--- src/rtl/calc_pkg.sv ---
// Shared types and constants for the calculator display path.
// Provides default widths, the BCD saturation limit, the converter FSM
// state type and the BCD digit type.
package calc_pkg;

    localparam int unsigned BIN_W_DEF  = 14;
    localparam int unsigned DIGITS_DEF = 4;

    // Largest value representable with the given number of BCD digits.
    function automatic int unsigned calc_bcd_max(input int unsigned digits);
        int unsigned p;
        p = 1;
        for (int unsigned i = 0; i < digits; i++) begin
            p = p * 10;
        end
        return p - 1;
    endfunction

    localparam int unsigned BCD_MAX = calc_bcd_max(DIGITS_DEF);

    typedef enum logic [1:0] {
        IDLE  = 2'd0,
        SHIFT = 2'd1,
        DONE  = 2'd2
    } state_t;

    typedef logic [3:0] bcd_digit_t;

endpackage

--- src/rtl/module_bcd_adjust.sv ---
// Double-dabble correction step: every BCD digit >= 5 gets +3 so that
// the following left shift carries correctly into the next digit.
// Ports:
//   i_bcd   - packed BCD digits, digit 0 in [3:0]
//   o_adj_c - corrected digits (combinational)
module module_bcd_adjust
    import calc_pkg::*;
#(
    parameter int unsigned DIGITS = DIGITS_DEF
) (
    input  logic [4*DIGITS-1:0] i_bcd,
    output logic [4*DIGITS-1:0] o_adj_c
);

    always_comb begin
        bcd_digit_t d;
        o_adj_c = '0;
        for (int i = 0; i < int'(DIGITS); i++) begin
            d = i_bcd[4*i +: 4];
            o_adj_c[4*i +: 4] = (d >= 4'd5) ? d + 4'd3 : d;
        end
    end

endmodule

--- src/rtl/module_bin_to_bcd_seq.sv ---
// Multi-cycle double-dabble binary-to-BCD converter with start/done
// handshake. Inputs above the BCD range saturate and raise o_ovf.
// A start arriving while busy is kept in a one-deep pending slot
// (most recent wins) and launched straight out of DONE.
// Ports:
//   clk, rst_n - clock, async active-low reset
//   i_bin      - binary value, sampled when a start is accepted
//   i_start    - start request pulse
//   o_bcd      - registered BCD result, digit 0 in [3:0]
//   o_done     - one-cycle pulse when o_bcd/o_ovf update
//   o_busy     - conversion in progress
//   o_ovf      - input exceeded the BCD range (registered with o_bcd)
module module_bin_to_bcd_seq
    import calc_pkg::*;
#(
    parameter int unsigned BIN_W  = BIN_W_DEF,
    parameter int unsigned DIGITS = DIGITS_DEF
) (
    input  logic                clk,
    input  logic                rst_n,
    input  logic [BIN_W-1:0]    i_bin,
    input  logic                i_start,
    output logic [4*DIGITS-1:0] o_bcd,
    output logic                o_done,
    output logic                o_busy,
    output logic                o_ovf
);

    localparam int unsigned BCD_W = 4 * DIGITS;
    localparam int unsigned CNT_W = $clog2(BIN_W + 1);
    localparam int unsigned MAX_V = calc_bcd_max(DIGITS);

    state_t                   state, state_nxt;
    logic [BCD_W-1:0]         scratch;
    logic [BIN_W-1:0]         bin_sr;
    logic [CNT_W-1:0]         cnt;
    logic                     ovf_cur;
    logic                     pend_vld;
    logic [BIN_W-1:0]         pend_val;
    logic                     pend_ovf;

    logic                     ovf_c;
    logic [BIN_W-1:0]         sat_c;
    logic [BIN_W-1:0]         ld_val_c;
    logic                     ld_ovf_c;
    logic                     restart_c;
    logic                     load_c;
    logic                     shift_c;
    logic                     done_nxt;
    logic                     busy_nxt;
    logic [BCD_W-1:0]         adj_c;
    logic [BCD_W+BIN_W-1:0]   sh_c;

    // Saturate the incoming value to the displayable range.
    always_comb begin
        ovf_c = (32'(i_bin) > MAX_V);
        sat_c = ovf_c ? BIN_W'(MAX_V) : i_bin;
    end

    // A fresh start in DONE supersedes anything already pending.
    always_comb begin
        restart_c = pend_vld || i_start;
        ld_val_c  = (state == DONE && !i_start) ? pend_val : sat_c;
        ld_ovf_c  = (state == DONE && !i_start) ? pend_ovf : ovf_c;
    end

    // State register.
    always_ff @(posedge clk or negedge rst_n) begin
        if (!rst_n) state <= IDLE;
        else        state <= state_nxt;
    end

    // Next-state logic.
    always_comb begin
        state_nxt = state;
        case (state)
            IDLE:    if (i_start) state_nxt = SHIFT;
            SHIFT:   if (cnt == CNT_W'(1)) state_nxt = DONE;
            DONE:    state_nxt = restart_c ? SHIFT : IDLE;
            default: state_nxt = IDLE;
        endcase
    end

    // Control outputs and next values of the registered handshake.
    always_comb begin
        load_c   = 1'b0;
        shift_c  = 1'b0;
        done_nxt = 1'b0;
        busy_nxt = o_busy;
        case (state)
            IDLE: begin
                if (i_start) begin
                    load_c   = 1'b1;
                    busy_nxt = 1'b1;
                end
            end
            SHIFT: begin
                shift_c = 1'b1;
            end
            DONE: begin
                done_nxt = 1'b1;
                load_c   = restart_c;
                busy_nxt = restart_c;
            end
            default: begin
                busy_nxt = 1'b0;
            end
        endcase
    end

    module_bcd_adjust #(.DIGITS(DIGITS)) u_adjust (
        .i_bcd   (scratch),
        .o_adj_c (adj_c)
    );

    assign sh_c = {adj_c, bin_sr} << 1;

    // Datapath, pending slot and registered outputs.
    always_ff @(posedge clk or negedge rst_n) begin
        if (!rst_n) begin
            scratch  <= '0;
            bin_sr   <= '0;
            cnt      <= '0;
            ovf_cur  <= 1'b0;
            pend_vld <= 1'b0;
            pend_val <= '0;
            pend_ovf <= 1'b0;
            o_bcd    <= '0;
            o_ovf    <= 1'b0;
            o_done   <= 1'b0;
            o_busy   <= 1'b0;
        end else begin
            o_done <= done_nxt;
            o_busy <= busy_nxt;

            if (load_c) begin
                scratch <= '0;
                bin_sr  <= ld_val_c;
                ovf_cur <= ld_ovf_c;
                cnt     <= CNT_W'(BIN_W);
            end else if (shift_c) begin
                scratch <= sh_c[BCD_W+BIN_W-1:BIN_W];
                bin_sr  <= sh_c[BIN_W-1:0];
                cnt     <= cnt - CNT_W'(1);
            end

            if (state == DONE) begin
                o_bcd <= scratch;
                o_ovf <= ovf_cur;
            end

            if (load_c) begin
                pend_vld <= 1'b0;
            end else if (i_start && state == SHIFT) begin
                pend_vld <= 1'b1;
                pend_val <= sat_c;
                pend_ovf <= ovf_c;
            end
        end
    end

endmodule

--- config.mk ---
export PLATFORM = sky130hd
export DESIGN_NAME = module_bin_to_bcd_seq
export DESIGN_NICKNAME = d
export VERILOG_FILES = /design/src/rtl/calc_pkg.sv /design/src/rtl/module_bcd_adjust.sv /design/src/rtl/module_bin_to_bcd_seq.sv
export SDC_FILE = /design/constraint.sdc
export NUM_CORES = 1
export LEC_CHECK = 0
export BUFFER_PORTS_ARGS = -buffer_cell sky130_fd_sc_hd__buf_2
export CORE_MARGIN = 2
export CORE_UTILIZATION = 57
export DETAILED_ROUTE_END_ITERATION = 16
export MAX_ROUTING_LAYER = met4
export PLACE_DENSITY = 0.87
export SYNTH_ARGS = -nofsm -noshare
export SYNTH_HDL_FRONTEND = slang
export SYNTH_SLANG_ARGS = --single-unit
--- constraint.sdc ---
create_clock -name clk -period 2.1 [get_ports clk]
set_clock_uncertainty 0.05 [all_clocks]
set_input_delay 0 -clock clk [delete_from_list [all_inputs] [get_ports clk]]
set_output_delay 0 -clock clk [all_outputs]
set_load 0.01 [all_outputs]
==> flow_metrics.env <==
export IMPL_status="complete, no violations"
export IMPL_final_critical_path_setup_slack_ns=0.305
export IMPL_yosys_top_cell_area_share=0.534
export IMPL_cts_buffer_depth=2
export IMPL_floorplan_die_height_microns=80.9
export IMPL_crit_slowest_cell="or2_1"
export IMPL_finish_instance_area_sq_um=3950
export IMPL_synth_cells=343
export IMPL_instances_no_fill=471
export IMPL_synthesis_nets=370
export IMPL_initial_core_util=0.580
export IMPL_worst_endpoint_required_ns=2.31
export IMPL_horizontal_extent_of_the_die_microns=80.9
export IMPL_cts_buffers=9
export IMPL_core_area_sq_um=5820
export IMPL_detailedPlace_worstSlack_ns=0.327
export IMPL_portBuffers=35
export IMPL_clock_sinks=72
export IMPL_worst_path_max_fanout=20
export IMPL_timing_hold_worst_class="in2async"
export IMPL_timing_final_hold_violations=0
export IMPL_detail_route_wl_per_cell_microns=15.3
export IMPL_worst_slew_pin_transition_ns=0.680
export IMPL_synth_area_sq_um=3370
export IMPL_yosys_warnings=0
export IMPL_crit_arrival_ns=2.01
export IMPL_post_synth_top_count_cell="dfrtp_1"
export IMPL_post_cts_resize_count=0
export IMPL_yosys_cell_types_count=40
export IMPL_period_share=0.855
export IMPL_slew_headroom=0.547
export IMPL_drtPass1Iterations=4
export IMPL_design_power_total_uw=5250
export IMPL_post_place_cells=441
export IMPL_antennaDiodeCount=0
export IMPL_dr_drc_count=0
export IMPL_drive_gt1_frac=0.182
export IMPL_synthTopCellsByArea="dfrtp_1 53%, o21ai_0 7.1%, nand2_1 5.8%, mux2_2 4.3%, ha_1 3.7%"
export IMPL_final_antenna_net_count=0
export IMPL_largest_net_degree_at_the_start_of_global_routing=49
export IMPL_combined_global_route_utilization_of_all_metal_layers=0.256
export IMPL_grt_antenna_before_repair=0
export IMPL_fin_crit_ns=1.80
export IMPL_ys_top_cells_by_count="72 x dfrtp_1, 52 x nand2_1, 48 x o21ai_0"
export IMPL_synth_seq_cells=72
export IMPL_synth_area_leader="dfrtp_1"
export IMPL_rsz_0062_raised_after_global_routing="false"
export IMPL_cellPowerDensity_nw_per_um2=1330
export IMPL_dp_final_hpwl_mm=4.58
export IMPL_timing_max_transition_violations_final=0
export IMPL_avgViaCountPerCell=5.66
export IMPL_wl_mm=7.19
export IMPL_clock_latency_ns=0.34
export IMPL_global_route_overflow_total=0
export IMPL_p_leak_uw=0.00183
export IMPL_num_nets_final=420
export IMPL_ioPinCount=36
export IMPL_fillers=474
export IMPL_synth_main_ff_cell="dfrtp_1"
export IMPL_fp_row_count=28
export IMPL_async_flop_share=1.00
export IMPL_placedInstanceArea_sq_um=3630
export IMPL_combined_area_of_the_multi_input_logic_cells_sq_um=1420
export IMPL_cp_end_kind="flop"
export IMPL_path_class="reg2reg"
export IMPL_place_congestion=0.819
export IMPL_cp_peak_stage_delay_ns=0.60
export IMPL_detailroute_via_count=2666
export IMPL_critPathMostFrequentCell="a21oi_1"
export IMPL_die_outline_area_sq_um=6550
export IMPL_grt_first_pass_wirelength_mm=12.3
export IMPL_synthToLayoutAreaGrowth_pct=17.1
export IMPL_syn_avg_cell_area_sq_um=9.83
export IMPL_cap_violations=0
export IMPL_clkSlewWorstSetupHoldPaths_ns=0.07
export IMPL_number_of_global_route_vias_before_repair=2749
export IMPL_report_final_setup_viol=0
export IMPL_tritoncts="built"
export IMPL_synth_edff_count=0
export IMPL_h_tree_depth_reported_by_cts=3
export IMPL_setup_tns_ns=0
export IMPL_seq_area_frac_synth=0.534
export IMPL_cp_start_kind="flop"
export IMPL_irDropWorstVdd_mv=0.629
export IMPL_cts_root_buf="clkbuf_8"
export IMPL_seqCellArea_sq_um=1800
export IMPL_dr_first_iter_drc_count=107
export IMPL_crit_path_cell_trace="a21oi_1 > or2_1 > a21oi_1 > o21ai_0"
export IMPL_fmax_ghz=0.557
## cells in the final DEF, fill, tap and decap left out, drive strengths merged, types with 11 or more instances in the layout
cell type,Yosys,routed
nor2,14,14
clkbuf,7,13
nand3,12,12
nand2,52,52
o21ai,51,51
inv,13,13
mux2,13,13
a21oi,11,11
dfrtp,72,72
nor3,11,11
buf,14,44
dlygate4sd3,0,16
## critical path: cells and delay by family, from the launching register on
| kind | cells | cell delay, ns |
|---|---|---|
| AOI/OAI and AO/OA | 3 | 0.63 |
| DFF | 1 | 0.43 |
| and+or+nand+nor | 1 | 0.60 |
## path summary, 6_finish.rpt
path / cells after the start / from / endpoint / slack [ns]
max: 4 / state[1] / bin_sr[7] / 0.30
min: 2 / rst_n / o_bcd[7] / 0.14
max in group asynchronous: 3 / rst_n / pend_ovf / 1.22
max reg2reg: 4 / state[1] / bin_sr[7] / 0.30
min in group clk: 4 / i_bin[4] / bin_sr[4] / 0.41
min reg2reg: 2 / o_bcd[12] / o_bcd[12] / 0.42
## cell families (layout without fill, tap and decap cells)
group / count (synthesis) / count (layout) / synth area share
simple gates: 112 / 112 / 0.155
compound gates: 94 / 94 / 0.165
flops: 72 / 72 / 0.534
buf+inv: 34 / 87 / 0.0438
mux: 13 / 13 / 0.0434
fa+ha+maj: 10 / 10 / 0.0371
xor+xnor: 8 / 8 / 0.0208
## stage by stage
step           utilization  hold WS (ns)
6_report             0.679         0.137
5_1_grt              0.679         0.184
4_1_cts              0.679         0.157
3_5_place_dp         0.625       -0.0166
3_3_place_gp         0.625       -0.0275
2_1_floorplan            -        -0.346
## registers in the layout (all words and copies together), names as in the netlist
name      flops
o_bcd        16
scratch      16
bin_sr       14
pend_val     14
cnt           4
state         2
o_busy        1
o_done        1
o_ovf         1
ovf_cur       1
pend_ovf      1
pend_vld      1
## where the power goes
| part | leakage, uW | total [uW] | switching [uW] | internal [uW] |
|---|---|---|---|---|
| Sequential | 0.000886 | 2370 | 387 | 1980 |
| Combinational | 0.000867 | 1960 | 1070 | 892 |
| Clock | 0.0000794 | 925 | 477 | 448 |
| Total | 0.00183 | 5250 | 1930 | 3320 |
## area by class of cell
class                   instances  share of cell area
repair buffers                 60               0.108
clock inverters                 1             0.00127
clock buffers                  13              0.0377
inverters                      13              0.0124
well taps                      75              0.0238
multi-input cells             237               0.360
flip-flops and latches         72               0.456
## metal layers
| metal | vias up | share of wire | global-route usage |
|---|---|---|---|
| li1 | 1291 | - | - |
| met1 | 1314 | 0.43 | 0.300 |
| met2 | 53 | 0.52 | 0.437 |
| met3 | 8 | 0.037 | 0.0578 |
| met4 | 0 | 0.012 | 0.0864 |
| met5 | - | 0 | - |
## repair_timing
item	in CTS	in global routing
hold buffers	16	0
buffers inserted	0	0
endpoints found under the hold margin	49	0
(Power assumes the default switching activity.)
